### config.mk
export PLATFORM = sky130hd
export DESIGN_NAME = hilo_muldiv
export DESIGN_NICKNAME = d
export VERILOG_FILES = /design/src/rtl/hilo_muldiv_pkg.sv /design/src/rtl/hilo_divider.sv /design/src/rtl/hilo_muldiv.sv
export SDC_FILE = /design/constraint.sdc
export NUM_CORES = 1
export LEC_CHECK = 0
export CAP_MARGIN = 20
export CORE_MARGIN = 10
export CORE_UTILIZATION = 50
export CTS_CLUSTER_DIAMETER = 120
export DETAILED_ROUTE_END_ITERATION = 16
export GPL_ROUTABILITY_DRIVEN = 0
export PLACE_DENSITY = 0.78
export SLEW_MARGIN = 20
export SYNTH_ARGS = -nofsm -noshare
export SYNTH_HDL_FRONTEND = slang
export SYNTH_SLANG_ARGS = --single-unit
### constraint.sdc
create_clock -name clk -period 5.1 [get_ports clk]
set_clock_uncertainty 0.05 [all_clocks]
set_input_delay 0.765 -clock clk [delete_from_list [all_inputs] [get_ports clk]]
set_output_delay 0.765 -clock clk [all_outputs]
set_load 0.01 [all_outputs]
### src/rtl/hilo_muldiv_pkg.sv
// hilo_muldiv_pkg -- shared types for the HI/LO write path.
//   write_hilo_t : {valid_hi, valid_lo, hi, lo} record produced by hilo_muldiv
//   muldiv_op_t  : MD_MULT, MD_MULTU, MD_DIV, MD_DIVU, MD_MTHI, MD_MTLO
//   helpers      : op classification and two's-complement magnitude/negate
package hilo_muldiv_pkg;

  localparam int HILO_W = 32;

  typedef struct packed {
    logic              valid_hi;
    logic              valid_lo;
    logic [HILO_W-1:0] hi;
    logic [HILO_W-1:0] lo;
  } write_hilo_t;

  typedef enum logic [2:0] {
    MD_MULT  = 3'd0,
    MD_MULTU = 3'd1,
    MD_DIV   = 3'd2,
    MD_DIVU  = 3'd3,
    MD_MTHI  = 3'd4,
    MD_MTLO  = 3'd5
  } muldiv_op_t;

  function automatic logic op_is_mul(input muldiv_op_t op);
    case (op)
      MD_MULT, MD_MULTU: op_is_mul = 1'b1;
      default:           op_is_mul = 1'b0;
    endcase
  endfunction

  function automatic logic op_is_signed(input muldiv_op_t op);
    case (op)
      MD_MULT, MD_DIV: op_is_signed = 1'b1;
      default:         op_is_signed = 1'b0;
    endcase
  endfunction

  function automatic logic [31:0] neg32(input logic [31:0] x);
    neg32 = ~x + 32'd1;
  endfunction

  function automatic logic [63:0] neg64(input logic [63:0] x);
    neg64 = ~x + 64'd1;
  endfunction

  // Unsigned magnitude; 0x8000_0000 maps to itself, which is the correct magnitude.
  function automatic logic [31:0] magnitude(input logic [31:0] x, input logic sgn);
    if (sgn && x[31]) begin
      magnitude = neg32(x);
    end else begin
      magnitude = x;
    end
  endfunction

endpackage

### src/rtl/hilo_divider.sv
// hilo_divider -- unsigned restoring divider, one quotient bit per step.
//   clk, reset          : clock, synchronous active-high reset
//   load                : capture dividend/divisor, clear partial remainder
//   dividend, divisor   : unsigned operands
//   step                : perform one shift/subtract iteration
//   quotient, remainder : valid after WIDTH steps following load
module hilo_divider #(
  parameter int WIDTH = 32
) (
  input  logic             clk,
  input  logic             reset,
  input  logic             load,
  input  logic [WIDTH-1:0] dividend,
  input  logic [WIDTH-1:0] divisor,
  input  logic             step,
  output logic [WIDTH-1:0] quotient,
  output logic [WIDTH-1:0] remainder
);

  logic [WIDTH-1:0] dsr;
  logic [WIDTH:0]   shifted;
  logic             fits;

  // Partial remainder shifted left with the next dividend bit, and the trial compare.
  always_comb begin
    shifted = {remainder, quotient[WIDTH-1]};
    fits    = (shifted >= {1'b0, dsr});
  end

  // The quotient register doubles as the dividend shift register.
  always_ff @(posedge clk) begin
    if (reset) begin
      quotient  <= {WIDTH{1'b0}};
      remainder <= {WIDTH{1'b0}};
      dsr       <= {WIDTH{1'b0}};
    end else if (load) begin
      quotient  <= dividend;
      remainder <= {WIDTH{1'b0}};
      dsr       <= divisor;
    end else if (step) begin
      quotient  <= {quotient[WIDTH-2:0], fits};
      remainder <= fits ? WIDTH'(shifted - {1'b0, dsr}) : shifted[WIDTH-1:0];
    end else begin
      quotient  <= quotient;
      remainder <= remainder;
      dsr       <= dsr;
    end
  end

endmodule

### src/rtl/hilo_muldiv.sv
// hilo_muldiv -- execute-stage MULT/MULTU/DIV/DIVU/MTHI/MTLO unit producing one
// write_hilo_t per accepted op.
//   clk, reset : clock, synchronous active-high reset
//   start, op  : request, accepted when start && ready (and no flush)
//   a, b       : rs / rt operands, latched at accept
//   flush      : kills an op in CALC/FIX; gates valid bits in DONE
//   ready      : high only in IDLE
//   out        : result record, all-zero outside DONE
// Build option: define HILO_FAST_MUL_EN for a single-cycle '*' multiplier;
// otherwise MULT/MULTU run a WIDTH-step shift-add with the same latency as DIV.
module hilo_muldiv
  import hilo_muldiv_pkg::*;
#(
  parameter int WIDTH = 32
) (
  input  logic             clk,
  input  logic             reset,
  input  logic             start,
  input  muldiv_op_t       op,
  input  logic [WIDTH-1:0] a,
  input  logic [WIDTH-1:0] b,
  input  logic             flush,
  output logic             ready,
  output write_hilo_t      out
);

  if (WIDTH != HILO_W) begin : g_width_check
    $error("hilo_muldiv: only WIDTH=32 is supported");
  end

  typedef enum logic [1:0] {
    S_IDLE = 2'd0,
    S_CALC = 2'd1,
    S_FIX  = 2'd2,
    S_DONE = 2'd3
  } state_t;

  localparam int               CNT_W    = $clog2(WIDTH);
  localparam logic [CNT_W-1:0] CNT_LAST = CNT_W'(WIDTH - 1);

  state_t           state, state_next;
  logic [CNT_W-1:0] count;
  logic             accept, fast_op;
  logic             mul_op, neg_lo, neg_hi, div_zero;
  logic [WIDTH-1:0] a_held;
  logic [WIDTH-1:0] quotient, remainder;
  logic             res_vhi, res_vlo;
  logic [WIDTH-1:0] res_hi, res_lo;
  logic             hold_vhi, hold_vlo;
  logic [WIDTH-1:0] hold_hi, hold_lo;
`ifndef HILO_FAST_MUL_EN
  logic [WIDTH-1:0] mcand, prod_hi, prod_lo;
  logic [WIDTH:0]   mul_sum;
`endif

  assign accept = (state == S_IDLE) && start && !flush;

  // Ops that finish straight from IDLE without the CALC/FIX pass.
  always_comb begin
    case (op)
      MD_MTHI, MD_MTLO:  fast_op = 1'b1;
`ifdef HILO_FAST_MUL_EN
      MD_MULT, MD_MULTU: fast_op = 1'b1;
`endif
      default:           fast_op = 1'b0;
    endcase
  end

  // FSM state register.
  always_ff @(posedge clk) begin
    if (reset) begin
      state <= S_IDLE;
    end else begin
      state <= state_next;
    end
  end

  // FSM next-state logic; flush aborts CALC/FIX without producing output.
  always_comb begin
    state_next = state;
    case (state)
      S_IDLE: begin
        if (accept) begin
          state_next = fast_op ? S_DONE : S_CALC;
        end else begin
          state_next = S_IDLE;
        end
      end
      S_CALC: begin
        if (flush) begin
          state_next = S_IDLE;
        end else if (count == {CNT_W{1'b0}}) begin
          state_next = S_FIX;
        end else begin
          state_next = S_CALC;
        end
      end
      S_FIX:   state_next = flush ? S_IDLE : S_DONE;
      S_DONE:  state_next = S_IDLE;
      default: state_next = S_IDLE;
    endcase
  end

  // FSM outputs; flush masks the valid bits in the DONE cycle itself.
  always_comb begin
    ready = (state == S_IDLE);
    if (state == S_DONE) begin
      out.valid_hi = hold_vhi && !flush;
      out.valid_lo = hold_vlo && !flush;
      out.hi       = hold_hi;
      out.lo       = hold_lo;
    end else begin
      out.valid_hi = 1'b0;
      out.valid_lo = 1'b0;
      out.hi       = {WIDTH{1'b0}};
      out.lo       = {WIDTH{1'b0}};
    end
  end

  // Operand attributes latched at accept, plus the CALC iteration counter.
  always_ff @(posedge clk) begin
    if (reset) begin
      count    <= {CNT_W{1'b0}};
      mul_op   <= 1'b0;
      neg_lo   <= 1'b0;
      neg_hi   <= 1'b0;
      div_zero <= 1'b0;
      a_held   <= {WIDTH{1'b0}};
    end else if (accept) begin
      count    <= CNT_LAST;
      mul_op   <= op_is_mul(op);
      // neg_lo: sign of product / quotient; neg_hi: remainder follows the dividend.
      neg_lo   <= op_is_signed(op) && (a[WIDTH-1] ^ b[WIDTH-1]);
      neg_hi   <= op_is_signed(op) && a[WIDTH-1];
      div_zero <= (b == {WIDTH{1'b0}});
      a_held   <= a;
    end else if (state == S_CALC) begin
      count    <= count - CNT_W'(1);
    end else begin
      count    <= count;
    end
  end

  hilo_divider #(.WIDTH(WIDTH)) u_divider (
    .clk       (clk),
    .reset     (reset),
    .load      (accept),
    .dividend  (magnitude(a, op_is_signed(op))),
    .divisor   (magnitude(b, op_is_signed(op))),
    .step      ((state == S_CALC) && !mul_op),
    .quotient  (quotient),
    .remainder (remainder)
  );

`ifndef HILO_FAST_MUL_EN
  // One shift-add partial sum: add the multiplicand when the low multiplier bit is set.
  always_comb begin
    if (prod_lo[0]) begin
      mul_sum = {1'b0, prod_hi} + {1'b0, mcand};
    end else begin
      mul_sum = {1'b0, prod_hi};
    end
  end

  // Unsigned shift-add multiplier on magnitudes; {prod_hi, prod_lo} shifts right each step.
  always_ff @(posedge clk) begin
    if (reset) begin
      mcand   <= {WIDTH{1'b0}};
      prod_hi <= {WIDTH{1'b0}};
      prod_lo <= {WIDTH{1'b0}};
    end else if (accept) begin
      mcand   <= magnitude(a, op_is_signed(op));
      prod_hi <= {WIDTH{1'b0}};
      prod_lo <= magnitude(b, op_is_signed(op));
    end else if ((state == S_CALC) && mul_op) begin
      prod_hi <= mul_sum[WIDTH:1];
      prod_lo <= {mul_sum[0], prod_lo[WIDTH-1:1]};
    end else begin
      mcand   <= mcand;
      prod_hi <= prod_hi;
      prod_lo <= prod_lo;
    end
  end
`endif

  // Result selection: live operands for IDLE->DONE ops, sign fix-up for CALC results.
  // Signed overflow (0x8000_0000 / -1) needs no special case: magnitude 0x8000_0000/1
  // with a positive quotient sign already yields lo=0x8000_0000, hi=0.
  always_comb begin
    res_vhi = 1'b0;
    res_vlo = 1'b0;
    res_hi  = {WIDTH{1'b0}};
    res_lo  = {WIDTH{1'b0}};
    if (state == S_IDLE) begin
      case (op)
        MD_MTHI: begin
          res_vhi = 1'b1;
          res_hi  = a;
        end
        MD_MTLO: begin
          res_vlo = 1'b1;
          res_lo  = a;
        end
`ifdef HILO_FAST_MUL_EN
        MD_MULT: begin
          res_vhi          = 1'b1;
          res_vlo          = 1'b1;
          {res_hi, res_lo} = $signed({{WIDTH{a[WIDTH-1]}}, a}) * $signed({{WIDTH{b[WIDTH-1]}}, b});
        end
        MD_MULTU: begin
          res_vhi          = 1'b1;
          res_vlo          = 1'b1;
          {res_hi, res_lo} = {{WIDTH{1'b0}}, a} * {{WIDTH{1'b0}}, b};
        end
`endif
        default: begin
          res_vhi = 1'b0;
        end
      endcase
    end else if (mul_op) begin
`ifndef HILO_FAST_MUL_EN
      res_vhi          = 1'b1;
      res_vlo          = 1'b1;
      {res_hi, res_lo} = neg_lo ? neg64({prod_hi, prod_lo}) : {prod_hi, prod_lo};
`else
      res_vhi = 1'b0;
`endif
    end else if (div_zero) begin
      res_vhi = 1'b1;
      res_vlo = 1'b1;
      res_hi  = a_held;
      res_lo  = {WIDTH{1'b1}};
    end else begin
      res_vhi = 1'b1;
      res_vlo = 1'b1;
      res_lo  = neg_lo ? neg32(quotient) : quotient;
      res_hi  = neg_hi ? neg32(remainder) : remainder;
    end
  end

  // Result holding register, loaded on every transition into DONE.
  always_ff @(posedge clk) begin
    if (reset) begin
      hold_vhi <= 1'b0;
      hold_vlo <= 1'b0;
      hold_hi  <= {WIDTH{1'b0}};
      hold_lo  <= {WIDTH{1'b0}};
    end else if (state_next == S_DONE) begin
      hold_vhi <= res_vhi;
      hold_vlo <= res_vlo;
      hold_hi  <= res_hi;
      hold_lo  <= res_lo;
    end else begin
      hold_vhi <= hold_vhi;
      hold_vlo <= hold_vlo;
      hold_hi  <= hold_hi;
      hold_lo  <= hold_lo;
    end
  end

endmodule
==> flow_summary_export.csv <==
group,metric,value,unit
pwr,p_per_area,297,mW/mm^2
clocking,h-tree-depth,2,
cells_and_area,nets,2740,
synth,synth_xor_area_frac,0.100,
critical_path,cp-end-kind,"flip-flop",
floorplan,core_area,0.0390,sq mm
synth,synth_ff_type,"dfxtp_1",
synth,async_flop_share,0,
critical_path,start_kind,"flip-flop",
synth,synth_cells,2566,
global_routing,grt_max_degree,121,
detailed_routing,routed_wl,73.8,mm
cells_and_area,synthToLayoutAreaGrowth,14.3,%
synth,synth_top_family_by_area,"compound AO/OA/AOI/OAI gates",
synth,synth_compound_area_frac,0.280,
global_routing,grt.total_usage,0.289,
synth,synth-seq-area-share,0.302,
pwr,seqPwrFrac,0.388,
outcome,status,"complete, no violations",
cells_and_area,post_route_cells_drive_above_1_share,0.0534,
sta,post-route-period-util,0.819,
sta,finalSetupViolCount,0,
clocking,clock_latency,550,ps
pwr,p_switching,0.00217,W
synth,synth_cell_types,80,
floorplan,die_w,219,um
clocking,cts.repair.resized,0,
floorplan,fp-row-count,72,
pwr,clock_power_share,0.388,
clocking,clock_path_buffers,3,
global_routing,grt_pass1_wl,110,mm
clocking,cts-root-buf,"clkbuf_16",
sta,tns,0,ps
critical_path,critical_path_required,5490,ps
synth,yosysWarnings,0,
floorplan,ioPinCount,138,
synth,muxShareOfSynthArea,0.0251,
placement,port_buffers,137,
sta,finalHoldViolations,0,
run,maxCapViolations,0,
clocking,cts_tree,"yes",
sta,rsz0062_at_grt,"false",
synth,netlist_area,0.0199,sq mm
clocking,cts_setup_buffers,0,
floorplan,die_area,0.0481,sq mm
floorplan,initial_core_util,0.509,
sta,fmax,0.239,GHz
critical_path,cp.arrival,4570,ps
pwr,leakage,8.66,nW
placement,place_hpwl,52.7,mm
detailed_routing,first_iter_violations,2880,
sta,worst_slew_pin_slew,1220,ps
sta,setup_slack,922,ps
detailed_routing,drtAntennaViolNets,0,
clocking,cts_buffers,35,
synth,ys_ff_latch,300,
pwr,p_comb_frac,0.224,
critical_path,crit_fanout,5,
detailed_routing,first_pass_iters,13,
detailed_routing,avgRoutedWirePerCell,23.5,um
pwr,switching_share,0.321,
sta,period_minus_slack,4180,ps
synth,synth_edf_count,0,
clocking,path_clk_slew,60,ps
cells_and_area,fin_util,0.582,
floorplan,die_h,219,um
critical_path,critPathKind,"reg -> reg",
synth,synth_fa_ha_area_frac,0.0461,
placement,pre_cts_slack,585,ps
sta,maxSlewViolCount,0,
synth,avgSynthCellArea,7.74,sq um
min_path,hold_path_class,"reg -> reg",
global_routing,antenna_found_initial,2,
synth,synthSimpleGateAreaFrac,0.194,
clocking,cts_hold_repair.buffers,0,
clocking,cts_sinks,300,
pwr,irDropWorstVdd,0.232,mV
detailed_routing,route.detailed.drc,0,
detailed_routing,via_per_inst,6.68,
global_routing,grt_overflow,0,
synth,synthesis.nets,2709,
pwr,p_int,0.00458,W
global_routing,grt_pass1_vias,18974,
detailed_routing,dr_total_vias,20979,
sta,relSlewSlack,0.187,
layer usage:
layer / track usage / wire length, um / share of wire
met5: 0 / 17 / 0.00023
met3: 0.0865 / 10300 / 0.14
met1: 0.364 / 27800 / 0.38
met4: 0.156 / 4670 / 0.063
met2: 0.437 / 31000 / 0.42
power by group through the flow:
stage / logic (W) / clock network [W] / registers (W)
floorplan: 0.00102 / 0 / 0.00260
global placement: 0.00140 / 0 / 0.00265
detailed placement: 0.00144 / 0 / 0.00266
CTS: 0.00145 / 0.00262 / 0.00261
global route: 0.00161 / 0.00271 / 0.00263
finish: 0.00151 / 0.00262 / 0.00262
worst max-delay path, cell delays in order, from the launching register on:
cell	delay [ps]
dfxtp_1	480
ha_1	360
a2111oi_0	650
o21ai_1	240
a311oi_1	690
o21ai_1	140
o21ai_0	360
o21ai_1	190
a221o_1	350
a21oi_1	210
xor2_1	100
a221oi_1	260
flip-flops by register name, summed over array words and instances (netlist names):
register             count
a_held                  32
count                    5
div_zero                 1
hold_hi                 32
hold_lo                 32
hold_vhi                 1
hold_vlo                 1
mcand                   31
mul_op                   1
neg_hi                   1
neg_lo                   1
prod_hi                 32
prod_lo                 32
state                    2
u_divider.dsr           32
u_divider.quotient      32
u_divider.remainder     32
synthesized netlist by cell type (16+ instances only):
master / count / share of area
a211oi_1: 66 / 0.025
a21boi_0: 47 / 0.018
a21o_1: 42 / 0.016
a21oi_1: 255 / 0.064
a221oi_1: 53 / 0.023
a22oi_1: 33 / 0.012
a31oi_1: 17 / 0.0054
and3_1: 81 / 0.026
clkbuf_1: 158 / 0.030
dfxtp_1: 300 / 0.30
ha_1: 70 / 0.044
inv_1: 67 / 0.013
mux2i_1: 43 / 0.022
nand2_1: 263 / 0.050
nand2b_1: 19 / 0.0060
nand3_1: 20 / 0.0050
nor2_1: 203 / 0.038
nor3_1: 93 / 0.023
nor4_1: 23 / 0.0072
o211ai_1: 17 / 0.0064
o21ai_0: 152 / 0.038
o22ai_1: 23 / 0.0072
o31ai_1: 43 / 0.016
o41ai_1: 23 / 0.010
or3_1: 22 / 0.0069
or4_1: 16 / 0.0060
xnor2_1: 98 / 0.043
xor2_1: 129 / 0.057
through the flow:
| stage | total power [W] | instance area [sq um] | hold WS (ps) | instances |
|---|---|---|---|---|
| 3_3_place_gp | 0.00405 | 21500 | 392 | 3078 |
| 4_1_cts | 0.00668 | 22700 | 406 | 3139 |
| 2_1_floorplan | 0.00363 | 19900 | 377 | 2566 |
| 5_1_grt | 0.00695 | 22700 | 426 | 3139 |
| 3_5_place_dp | 0.00409 | 21500 | 400 | 3078 |
| 6_report | 0.00675 | 22700 | 408 | 3141 |
placed cells by master, fill, tap and decap left out, types with 42 or more instances in the layout:
master	Yosys	layout
a211oi_1	66	65
a21boi_0	47	47
a21o_1	42	42
a21oi_1	255	255
a221oi_1	53	53
and3_1	81	81
clkdlybuf4s50_1	0	136
dfxtp_1	300	298
ha_1	70	70
inv_1	67	67
mux2i_1	43	43
nand2_1	263	263
nor2_1	203	198
nor3_1	93	91
o21ai_0	152	152
o31ai_1	43	43
xnor2_1	98	98
xor2_1	129	129
cell families (layout without fill, tap and decap cells):
logic type                 Yosys count  in the layout
AOI/OAI and AO/OA                  855            855
xor gates and xnor gates           227            227
adders and majority gates           72             72
buffers and inverters              255            310
DFF                                300            300
muxes                               49             49
other                                0              2
and+or+nand+nor                    808            808
worst paths after layout:
| path | depth (start not counted) | slack, ps | startpoint | to |
|---|---|---|---|---|
| worst max-delay path | 11 | 920 | prod_hi[4]$_SDFFE_PP0P_ | prod_hi[30]$_SDFFE_PP0P_ |
| worst min-delay path | 2 | 410 | a_held[2]$_SDFFE_PP0P_ | a_held[2]$_SDFFE_PP0P_ |
| worst max register to register | 11 | 920 | prod_hi[4]$_SDFFE_PP0P_ | prod_hi[30]$_SDFFE_PP0P_ |
| worst min register to register | 2 | 410 | a_held[2]$_SDFFE_PP0P_ | a_held[2]$_SDFFE_PP0P_ |
layout make-up:
cell class              instances  area [sq um]
fillers                      3391         16300
clock inverters                13           161
diodes                          2          5.00
repair buffers                180          1720
flip-flops and latches        300          6010
multi-input cells            2011         12900
well taps                     518           648
inverters                      69           259
clock buffers                  48          1030
(Power assumes the default switching activity.)
==> RTL edit, RTL diff (config.mk and constraints unchanged) <==
Make the reset (`reset`) asynchronous in 5 clocked blocks. Comments in the files are not updated.
--- a/src/rtl/hilo_divider.sv
+++ b/src/rtl/hilo_divider.sv
@@ -30,3 +30,3 @@
   // The quotient register doubles as the dividend shift register.
-  always_ff @(posedge clk) begin
+  always_ff @(posedge clk or posedge reset) begin
     if (reset) begin
--- a/src/rtl/hilo_muldiv.sv
+++ b/src/rtl/hilo_muldiv.sv
@@ -69,3 +69,3 @@
   // FSM state register.
-  always_ff @(posedge clk) begin
+  always_ff @(posedge clk or posedge reset) begin
     if (reset) begin
@@ -120,3 +120,3 @@
   // Operand attributes latched at accept, plus the CALC iteration counter.
-  always_ff @(posedge clk) begin
+  always_ff @(posedge clk or posedge reset) begin
     if (reset) begin
@@ -165,3 +165,3 @@
   // Unsigned shift-add multiplier on magnitudes; {prod_hi, prod_lo} shifts right each step.
-  always_ff @(posedge clk) begin
+  always_ff @(posedge clk or posedge reset) begin
     if (reset) begin
@@ -241,3 +241,3 @@
   // Result holding register, loaded on every transition into DONE.
-  always_ff @(posedge clk) begin
+  always_ff @(posedge clk or posedge reset) begin
     if (reset) begin
Function: differs if reset is asserted again (counterexample within 4 cycles, from zero or initial values and one cycle with reset high); with reset held inactive, the same outputs for 4 cycles.
==> RTL edit against the unedited design <==
- sequential cell count unchanged
- cell area is 5.7% higher
- first-iteration DRC count is 6.6% higher
- routed wire length fell by 2.4%
- critical path depth did not move
- global-route usage down 1.1 points
- area after synthesis grew 5.2%
- worst setup slack gained 200 ps
- critical path type unchanged
Power is not compared: it rests on default switching activity, and its combinational part moved more than twofold at a synthesized area within 25%.
==> RTL edit: results (changes against the unedited design) <==
run_status:
  status: "finished, final reports clean"  # unchanged
global_route:
  gr-usage-all-layers_pct: 27.8  # was 28.9%
  grt_max_degree: 118  # was 121
  grt_antenna_before_repair: 1  # was 2
cells_and_area:
  nNonClkInverters: 60  # was 69
  layout-drive-gt1-share_pct: 5.47  # was 5.34%
  syn_to_final_growth_pct: 14.8  # was 14.3%
  seqCellArea_um2: 7510  # was 6010 um^2
  multi_input_gates: 2016  # was 2011
  fillCellCount: 3499  # was 3391
  post-route-util_pct: 58.4  # was 58.2%
  diodes: 0  # was 2
synth:
  synth_area_leaders: "dfrtp_1 (36%), nand2_1 (6.6%), a21oi_1 (5.4%), o21ai_0 (5.1%), xor2_1 (4.6%)"  # was dfxtp_1 (30%), a21oi_1 (6.4%), xor2_1 (5.7%), nand2_1 (5.0%), ha_1 (4.4%)
  async_reset_ff_share_pct: 100  # was 0%
  synthDistinctLibCells: 79  # was 80
  synth_xor_xnor_area_share_pct: 8.92  # was 10.0%
  yosysSeqAreaShare_pct: 35.9  # was 30.2%
  synth_compound_area_share_pct: 24.4  # was 28.0%
  avgSynthCellArea_um2: 8.19  # was 7.74 um^2
  yosys.area_share.adder_pct: 4.38  # was 4.61%
critical_path:
  crit_fanout: 24  # was 5
  worst_path_max_delay_cell: "or4_1"  # was a311oi_1
  crit_arrival_ps: 4340  # was 4570 ps
drt:
  met2WireLength_um: 31900  # was 31000 um
  via_per_inst: 6.58  # was 6.68
  drt-total-wl_um: 72000  # was 73800 um
  drt-initial-drc-count: 3071  # was 2880
  dr.pass1.iters: 6  # was 13
  met1_length_um: 28000  # was 27800 um
  dr_wl_met3_um: 9110  # was 10300 um
  wl_per_cell_um: 22.9  # was 23.5 um
  highest_layer: "met4"  # was met5
placed_design:
  placed_area_um2: 22700  # was 21500 um^2
  post-place-ws_ps: 851  # was 585 ps
  dpl.cell_count: 3081  # was 3078
timing:
  maxSlewHeadroom_pct: 26.8  # was 18.7%
cts:
  numCtsBuffers: 37  # was 35
-- RTL edit: cell types whose count changed in the layout (fill, tap and decap cells not counted), moves of 46 or more --
cell and delta:
dfxtp_1 -298, dfrtp_1 +297, nand2_1 +105, o21ai_0 +61, nor3_1 -50, a211oi_1 -46
-- RTL edit: worst paths after layout --
path / from / to / slack [ps] / cells past startpoint
hold / removal: hold_vhi / hold_vhi / 410 / 2
setup / recovery: prod_lo[0] / hold_hi[2] / 1120 / 11
min in group asynchronous: reset / hold_lo[3] / 520 / 2
max in group asynchronous: reset / mul_op / 3160 / 3
setup reg to reg: prod_lo[0] / hold_hi[2] / 1120 / 11
hold reg to reg: hold_vhi / hold_vhi / 410 / 2
-- RTL edit: metal layers --
layer	vias up	global-route usage, %
met3	212	7.69
met2	1347	43.6
met5	-	0
li1	9275	-
met1	9895	35.8
met4	0	11.3
-- RTL edit: power breakdown --
group,switching (uW),internal (uW)
sequential,964,3050
combinational,3050,2030
clock,1090,1820
total,5100,6910
